--- src/rtl/hazard_unit_pkg.sv ---
// Shared types and constants for the hazard unit and its in-flight scoreboard.
// Entry rd is stored at RD_W_MAX bits so one entry type serves any REG_ADDR_W <= RD_W_MAX.
package hazard_unit_pkg;

  localparam int RD_W_MAX   = 8;
  localparam int FWD_SEL_RF = 0;

  localparam logic [1:0] WB_ALU = 2'd0;
  localparam logic [1:0] WB_MEM = 2'd1;
  localparam logic [1:0] WB_PC  = 2'd2;
  localparam logic [1:0] WB_CSR = 2'd3;

  typedef struct packed {
    logic                valid;
    logic [RD_W_MAX-1:0] rd;
    logic                wen;
    logic                is_load;
  } entry_t;

  function automatic logic is_load_sel(input logic [1:0] wb_sel);
    return wb_sel == WB_MEM;
  endfunction

endpackage

--- src/rtl/hazard_unit_inflight_scoreboard.sv ---
// Shift register of destination info for instructions past decode (entry 1 = EX,
// entry DEPTH = WB). Frozen while hold is high; the caller supplies an invalid entry for bubbles.
module inflight_scoreboard
  import hazard_unit_pkg::*;
#(
  parameter int DEPTH = 3
) (
  input  logic                 clk,
  input  logic                 reset,
  input  logic                 hold,
  input  entry_t               insert,
  output entry_t [DEPTH:1]     entries
);

  always_ff @(posedge clk) begin
    if (reset) begin
      entries <= '0;
    end else if (!hold) begin
      entries[1] <= insert;
      for (int k = 2; k <= DEPTH; k++) begin
        entries[k] <= entries[k-1];
      end
    end
  end

endmodule

--- src/rtl/hazard_unit.sv ---
// Pipeline hazard control: operand forwarding selects, load-use stall, EX bubble and jump flush.
// Optional HAZARD_PERF_EN adds saturating stall_cnt / flush_cnt performance counters.
module hazard_unit
  import hazard_unit_pkg::*;
#(
  parameter int REG_ADDR_W = 5,
  parameter int DEPTH      = 3,
  parameter int LOAD_READY = 2,
  parameter int SEL_W      = $clog2(DEPTH + 1)
) (
  input  logic                  clk,
  input  logic                  reset,
  input  logic                  id_valid,
  input  logic [REG_ADDR_W-1:0] id_rs1_addr,
  input  logic [REG_ADDR_W-1:0] id_rs2_addr,
  input  logic                  id_rs1_used,
  input  logic                  id_rs2_used,
  input  logic [REG_ADDR_W-1:0] id_rd_addr,
  input  logic                  id_rf_wen,
  input  logic                  id_is_load,
  input  logic                  ex_jump_flag,
  input  logic                  pipe_hold,
  output logic                  stall_if_id,
  output logic                  bubble_ex,
  output logic                  flush_if_id,
  output logic [SEL_W-1:0]      fwd_rs1_sel,
  output logic [SEL_W-1:0]      fwd_rs2_sel
`ifdef HAZARD_PERF_EN
  ,
  output logic [31:0]           stall_cnt,
  output logic [31:0]           flush_cnt
`endif
);

  entry_t [DEPTH:1] entries;
  entry_t           insert;
  logic             haz_rs1;
  logic             haz_rs2;
  logic             load_use;

  inflight_scoreboard #(.DEPTH(DEPTH)) u_scoreboard (
    .clk     (clk),
    .reset   (reset),
    .hold    (pipe_hold),
    .insert  (insert),
    .entries (entries)
  );

  // Scan oldest to youngest so the youngest matching stage ends up selected.
  function automatic void resolve(
    input  entry_t [DEPTH:1]      e,
    input  logic [REG_ADDR_W-1:0] rs,
    input  logic                  used,
    output logic [SEL_W-1:0]      sel,
    output logic                  haz
  );
    logic hit;
    logic ld;
    int   idx;
    hit = 1'b0;
    ld  = 1'b0;
    idx = 0;
    for (int k = DEPTH; k >= 1; k--) begin
      if (e[k].valid && e[k].wen && used && (rs != '0) && (e[k].rd == RD_W_MAX'(rs))) begin
        hit = 1'b1;
        ld  = e[k].is_load;
        idx = k;
      end
    end
    sel = (hit && (!ld || idx >= LOAD_READY)) ? SEL_W'(idx) : SEL_W'(FWD_SEL_RF);
    haz = hit && ld && (idx < LOAD_READY);
  endfunction

  always_comb begin
    resolve(entries, id_rs1_addr, id_rs1_used, fwd_rs1_sel, haz_rs1);
    resolve(entries, id_rs2_addr, id_rs2_used, fwd_rs2_sel, haz_rs2);
  end

  assign load_use = id_valid && (haz_rs1 || haz_rs2);

  // Priority: global hold, then taken jump, then load-use.
  always_comb begin
    stall_if_id = 1'b0;
    bubble_ex   = 1'b0;
    flush_if_id = 1'b0;
    if (pipe_hold) begin
      stall_if_id = 1'b1;
    end else if (ex_jump_flag) begin
      flush_if_id = 1'b1;
      bubble_ex   = 1'b1;
    end else if (load_use) begin
      stall_if_id = 1'b1;
      bubble_ex   = 1'b1;
    end
  end

  always_comb begin
    insert = '0;
    if (id_valid && !bubble_ex) begin
      insert.valid   = 1'b1;
      insert.rd      = RD_W_MAX'(id_rd_addr);
      insert.wen     = id_rf_wen;
      insert.is_load = id_is_load;
    end
  end

`ifdef HAZARD_PERF_EN
  always_ff @(posedge clk) begin
    if (reset) begin
      stall_cnt <= '0;
      flush_cnt <= '0;
    end else begin
      if (!pipe_hold && !ex_jump_flag && load_use && (stall_cnt != '1)) begin
        stall_cnt <= stall_cnt + 32'd1;
      end
      if (ex_jump_flag && (flush_cnt != '1)) begin
        flush_cnt <= flush_cnt + 32'd1;
      end
    end
  end
`endif

endmodule
--- config.mk ---
export PLATFORM = sky130hd
export DESIGN_NAME = hazard_unit
export DESIGN_NICKNAME = d
export VERILOG_FILES = /design/src/rtl/hazard_unit_pkg.sv /design/src/rtl/hazard_unit_inflight_scoreboard.sv /design/src/rtl/hazard_unit.sv
export SDC_FILE = /design/constraint.sdc
export NUM_CORES = 1
export LEC_CHECK = 0
export CELL_PAD_IN_SITES_DETAIL_PLACEMENT = 1
export CELL_PAD_IN_SITES_GLOBAL_PLACEMENT = 2
export CORE_UTILIZATION = 36
export DETAILED_ROUTE_END_ITERATION = 8
export PLACE_DENSITY = 0.87
export SLEW_MARGIN = 30
export SYNTH_ARGS = -nofsm -noshare
export SYNTH_HDL_FRONTEND = slang
export SYNTH_HIERARCHICAL = 1
export SYNTH_SLANG_ARGS = --single-unit
export TNS_END_PERCENT = 10
--- constraint.sdc ---
create_clock -name clk -period 4.7 [get_ports clk]
set_input_delay 0.705 -clock clk [delete_from_list [all_inputs] [get_ports clk]]
set_output_delay 0.705 -clock clk [all_outputs]
set_load 0.03 [all_outputs]
==> metrics, run 1 <==
Worst EP arrival=3.12 ns; Top Ports=31; most flop-heavy register=u_scoreboard/entries; Largest register FFs=31; non-filler cells in the finished layout=286; CP dominant cell by count=clkdlybuf4s50_1; Placed Instance Area=2100 sq um; Remaining DRCs=0; Die ar.=5270 sq um; PD cells=263 nW/um^2; fmax=262 MHz; maximum VDD drop=0.115 mV; Slew Limit Fails=0; RSZ-0062 raised after global routing=false; number of max-cap violations=0; Slowest-stage cell, CP=clkdlybuf4s50_1; Synth Instances=186; R2R Path End=u_scoreboard/entries[6]; H-tree levels=2; leak pwr=0.801 nW; Detailed Routing Iterations Pass 1=4; DR WL/cell=15.0 um; status=complete, no violations; PostCTS Resize Cnt=0; Nets=242; core area=4750 sq um; clock sink count=31; Placed Cells=278; global-route wire length before repair=7310 um; total number of vias=1,410; Iteration-0 DRC Markers=35; total CTS buffers=5; Worst Hold Class=register to register; fin area=2180 sq um; Largest regs=u_scoreboard/entries (31); CTS Hold Buffers Added=0; GRT Total Usage=18.4%; Post-CTS Setup Bufs=0; Slew headroom=63.6%; Final Cycle Share=81.3%; Die H=72.6 um; Min Clock Period, post-route=3.82 ns; initial antenna violation count=0; hold depth=2; CTS tree=built; worst slew pin tran=0.545 ns; Die Wd=72.6 um; crit-path max FO=4; clock root cell=clkbuf_8; Hold Path Sink=u_scoreboard/entries[23]; CP Class=primary input to output pin; hold wc startpoint=u_scoreboard/entries[23]; Clock transition at path regs=0.07 ns; Critical Path RT=3.99 ns; Routed Antenna Nets=0; I/O Buffers=30; ratio of cells with drive above 1 in the final layout=11.9%; worst-skew pair later-pin latency=0.28 ns; GPL Wtd Cong=0.857; hold violation total from the final report=0; Rows=25; DP Wirelength=3290 um; largest net degree at the start of global routing=32; worst-case reg-to-reg path depth=6; DR vias/cell=4.93; Max Clock Skew=0.00690 ns; cell area after synthesis=1790 sq um; Yosys warning count=6; CP Cell Sequence=clkdlybuf4s50_1 > xnor2_1 > nand3_1 > nor4_2 > o211ai_1 > a21oi_1 > clkdlybuf4s50_1; Syn Area/Cell=9.65 sq um; CP endpoint kind=output pin; initial core utilization=37.7%; Fin Setup TNS=0 ns; CP Launch Type=primary input; CTS max path bufs=2; fin util=45.9%; Routed WL=4290 um; n_diodes=0; Reg-to-Reg Start=u_scoreboard/entries[7]; Area Overhead vs Synth=21.5%; vias in the first global route=1,505; Max stage delay on crit path=0.68 ns; grt ovf=0; worst reg-to-reg setup slack=2.87 ns; # setup viols final=0
placed cells by master (no fill, tap or decap):
cell type	n
or4_2	1
clkinvlp_4	1
xnor2_1	30
nand2b_1	3
or4_4	1
nor2_1	34
dfxtp_1	31
nor4_1	2
a21oi_1	2
nand2_1	10
nor3b_1	1
clkbuf_1	1
conb_1	3
o21ai_2	2
o21a_4	1
mux2i_1	33
nand3_1	6
nor4_2	2
nor3_2	2
buf_4	1
o21bai_1	1
o211ai_1	1
nor3b_2	7
inv_1	2
clkbuf_8	5
buf_2	2
or4_1	5
clkdlybuf4s50_1	28
clkinv_2	1
metrics by stage:
| stage | hold WS (ns) | setup slack, ns | power [mW] |
|---|---|---|---|
| floorplan | 0.455 | 1.83 | 0.341 |
| global placement | 0.476 | 0.911 | 0.370 |
| detailed placement | 0.496 | 0.886 | 0.372 |
| CTS | 0.527 | 0.840 | 0.583 |
| global route | 0.561 | 0.742 | 0.603 |
| finish | 0.516 | 0.879 | 0.575 |
power breakdown:
part	total [mW]	switching (mW)	internal [mW]
sequential	0.277	0.00754	0.270
clock	0.208	0.105	0.103
combinational	0.0888	0.0428	0.0460
layout make-up:
type                       count  area [sq um]
tap                           67          83.8
sequential                    31           621
multi-input combinational    147          1090
fill                         572          2570
inverter                       2          7.51
clock inverter                 2          12.5
timing repair buffer          31           298
clock buffer                   6          72.6
worst max-delay path: cells and delay by family:
family | cells | cell delay, ns
compound gates | 2 | 0.33
simple gates | 2 | 0.60
xor+xnor | 1 | 0.19
buf+inv | 2 | 1.29
metal layers:
layer / vias to the layer above / track usage, % / wire [um]
li1: 693 / - / -
met1: 679 / 22.9 / 2010
met2: 32 / 31.4 / 2070
met3: 6 / 3.18 / 145
met4: 0 / 7.84 / 68
met5: - / 0 / 0
how the worst max path moves through the flow:
stage	end	from
after detailed placement	bubble_ex	id_rs1_addr[0]
after floorplan	fwd_rs1_sel[0]	id_rs1_addr[1]
final	bubble_ex	id_rs1_addr[0]
after CTS	bubble_ex	id_rs1_addr[0]
after global placement	fwd_rs1_sel[0]	id_rs1_addr[2]
after global routing	bubble_ex	id_rs1_addr[0]
Note: power is estimated with default switching activity, not from simulation.
==> run 2, diff against run 1 <==
--- a/config.mk
+++ b/config.mk
@@ -7,9 +7,9 @@
 export LEC_CHECK = 0
 export CELL_PAD_IN_SITES_DETAIL_PLACEMENT = 1
 export CELL_PAD_IN_SITES_GLOBAL_PLACEMENT = 2
-export CORE_UTILIZATION = 36
+export CORE_UTILIZATION = 33
 export DETAILED_ROUTE_END_ITERATION = 8
-export PLACE_DENSITY = 0.87
+export PLACE_DENSITY = 0.81
 export SLEW_MARGIN = 30
 export SYNTH_ARGS = -nofsm -noshare
 export SYNTH_HDL_FRONTEND = slang
==> constraint.sdc (replaced) <==
create_clock -name clk -period 3.94 [get_ports clk]
set_input_delay 0.591 -clock clk [delete_from_list [all_inputs] [get_ports clk]]
set_output_delay 0.591 -clock clk [all_outputs]
set_load 0.03 [all_outputs]
==> metrics, run 2 (same netlist as run 1, synthesis figures left out) <==
worst slack, placed=0.355 ns; Final Cycle Share=90.6%; Worst EP arrival=2.98 ns; core area=5170 sq um; Max Clock Skew=0.00445 ns; Area Overhead vs Synth=23.5%; # setup viols final=0; Fin Setup TNS=0 ns; GPL Wtd Cong=0.862; Die H=75.7 um; ratio of cells with drive above 1 in the final layout=12.3%; Iteration-0 DRC Markers=46; Clock transition at path regs=0.07 ns; Post-CTS Setup Bufs=0; Reg-to-Reg Start=u_scoreboard/entries[7]; fin util=42.8%; crit-path max FO=4; Hold Path Sink=u_scoreboard/entries[31]; Routed Antenna Nets=0; fmax=280 MHz; worst slew pin tran=0.529 ns; CTS Hold Buffers Added=0; vias in the first global route=1,375; CP endpoint kind=output pin; Nets=243; DR vias/cell=4.68; worst-skew pair later-pin latency=0.28 ns; Die ar.=5740 sq um; CTS max path bufs=2; initial core utilization=34.7%; R2R Path End=u_scoreboard/entries[3]; DP Wirelength=3310 um; initial antenna violation count=0; total CTS buffers=5; leak pwr=0.815 nW; total number of vias=1,358; most common cell after layout, fill and taps aside=nor2_1; Worst Hold Class=register to register; Die Wd=75.7 um; Placed Cells=282; most flop-heavy register=u_scoreboard/entries; global-route wire length before repair=6990 um; GRT Total Usage=17.0%; PD cells=324 nW/um^2; hold violation total from the final report=0; hold depth=2; I/O Buffers=30; Slew headroom=64.7%; maximum VDD drop=0.172 mV; non-filler cells in the finished layout=290; Routed WL=4360 um; Detailed Routing Iterations Pass 1=3; DR WL/cell=15.0 um; clock root cell=clkbuf_8; CTS tree=built; status=complete, no violations; most frequent cells in the layout=34 x nor2_1, 33 x mux2i_1, 31 x dfxtp_1; Largest regs=u_scoreboard/entries (31); largest net degree at the start of global routing=33; Top Ports=31; Critical Path RT=3.35 ns; hold wc startpoint=u_scoreboard/entries[31]; Slew Limit Fails=0; worst-case reg-to-reg path depth=6; Min Clock Period, post-route=3.57 ns; number of max-cap violations=0; PostCTS Resize Cnt=0; Largest register FFs=31; Rows=26; CP Launch Type=primary input; H-tree levels=2; Filler Cell Count=590; n_diodes=0; RSZ-0062 raised after global routing=false; Final Power=0.719 mW; clock sink count=31; grt ovf=0; Remaining DRCs=0; worst reg-to-reg setup slack=2.13 ns; CP Class=primary input to output pin; post-route worst setup slack=0.369 ns
-- run 2: cell count changes in the layout (fill, tap and decap cells not counted), sizes merged --
| cell | previous run | this run |
|---|---|---|
| clkdlybuf4s50 | 28 | 29 |
| clkbuf | 6 | 7 |
| clkinv | 1 | 0 |
-- run 2: power breakdown --
group	switching [mW]	internal [mW]
logic	0.0510	0.0563
clock network	0.121	0.159
registers	0.00938	0.322
-- run 2: worst max-delay path, stage by stage --
cell,delay [ns]
clkdlybuf4s50_1,0.51
or4_1,0.57
o21ai_2,0.23
nor4_1,0.10
nand2b_1,0.15
mux2i_1,0.15
clkdlybuf4s50_1,0.69
-- run 2: stage by stage --
stage,cell area (sq um),hold WS (ns)
2_1_floorplan,1800,0.455
3_3_place_gp,2110,0.471
3_5_place_dp,2110,0.487
4_1_cts,2220,0.503
5_1_grt,2220,0.540
6_report,2220,0.495
-- run 2: layer usage --
metal  vias up  track usage (%)  wire length [um]
met4         0             6.17                68
met3         5             2.78                92
met2        20             28.6              2130
met5         -                0                 0
met1       638             21.9              2070
li1        695                -                 -
-- run 2: worst max path at each step --
stage	to	from	slack (ns)	depth (start not counted)
3_5_place_dp	fwd_rs1_sel[0]	id_rs1_addr[1]	0.36	7
4_1_cts	fwd_rs1_sel[0]	id_rs1_addr[1]	0.36	7
3_3_place_gp	fwd_rs1_sel[0]	id_rs1_addr[1]	0.36	7
2_1_floorplan	fwd_rs1_sel[0]	id_rs1_addr[1]	1.30	5
6_report	fwd_rs1_sel[0]	id_rs1_addr[1]	0.37	7
5_1_grt	bubble_ex	id_rs2_addr[3]	0.15	7
-- run 2: area by class of cell --
type	instances	area (sq um)	share of cell area [%]
Clock buffer	7	96.3	4.35
Sequential cell	31	621	28.0
Timing Repair Buffer	32	310	14.0
Multi-Input combinational cell	147	1090	49.0
Clock inverter	1	7.51	0.339
Tap cell	70	87.6	3.95
Inverter	2	7.51	0.339
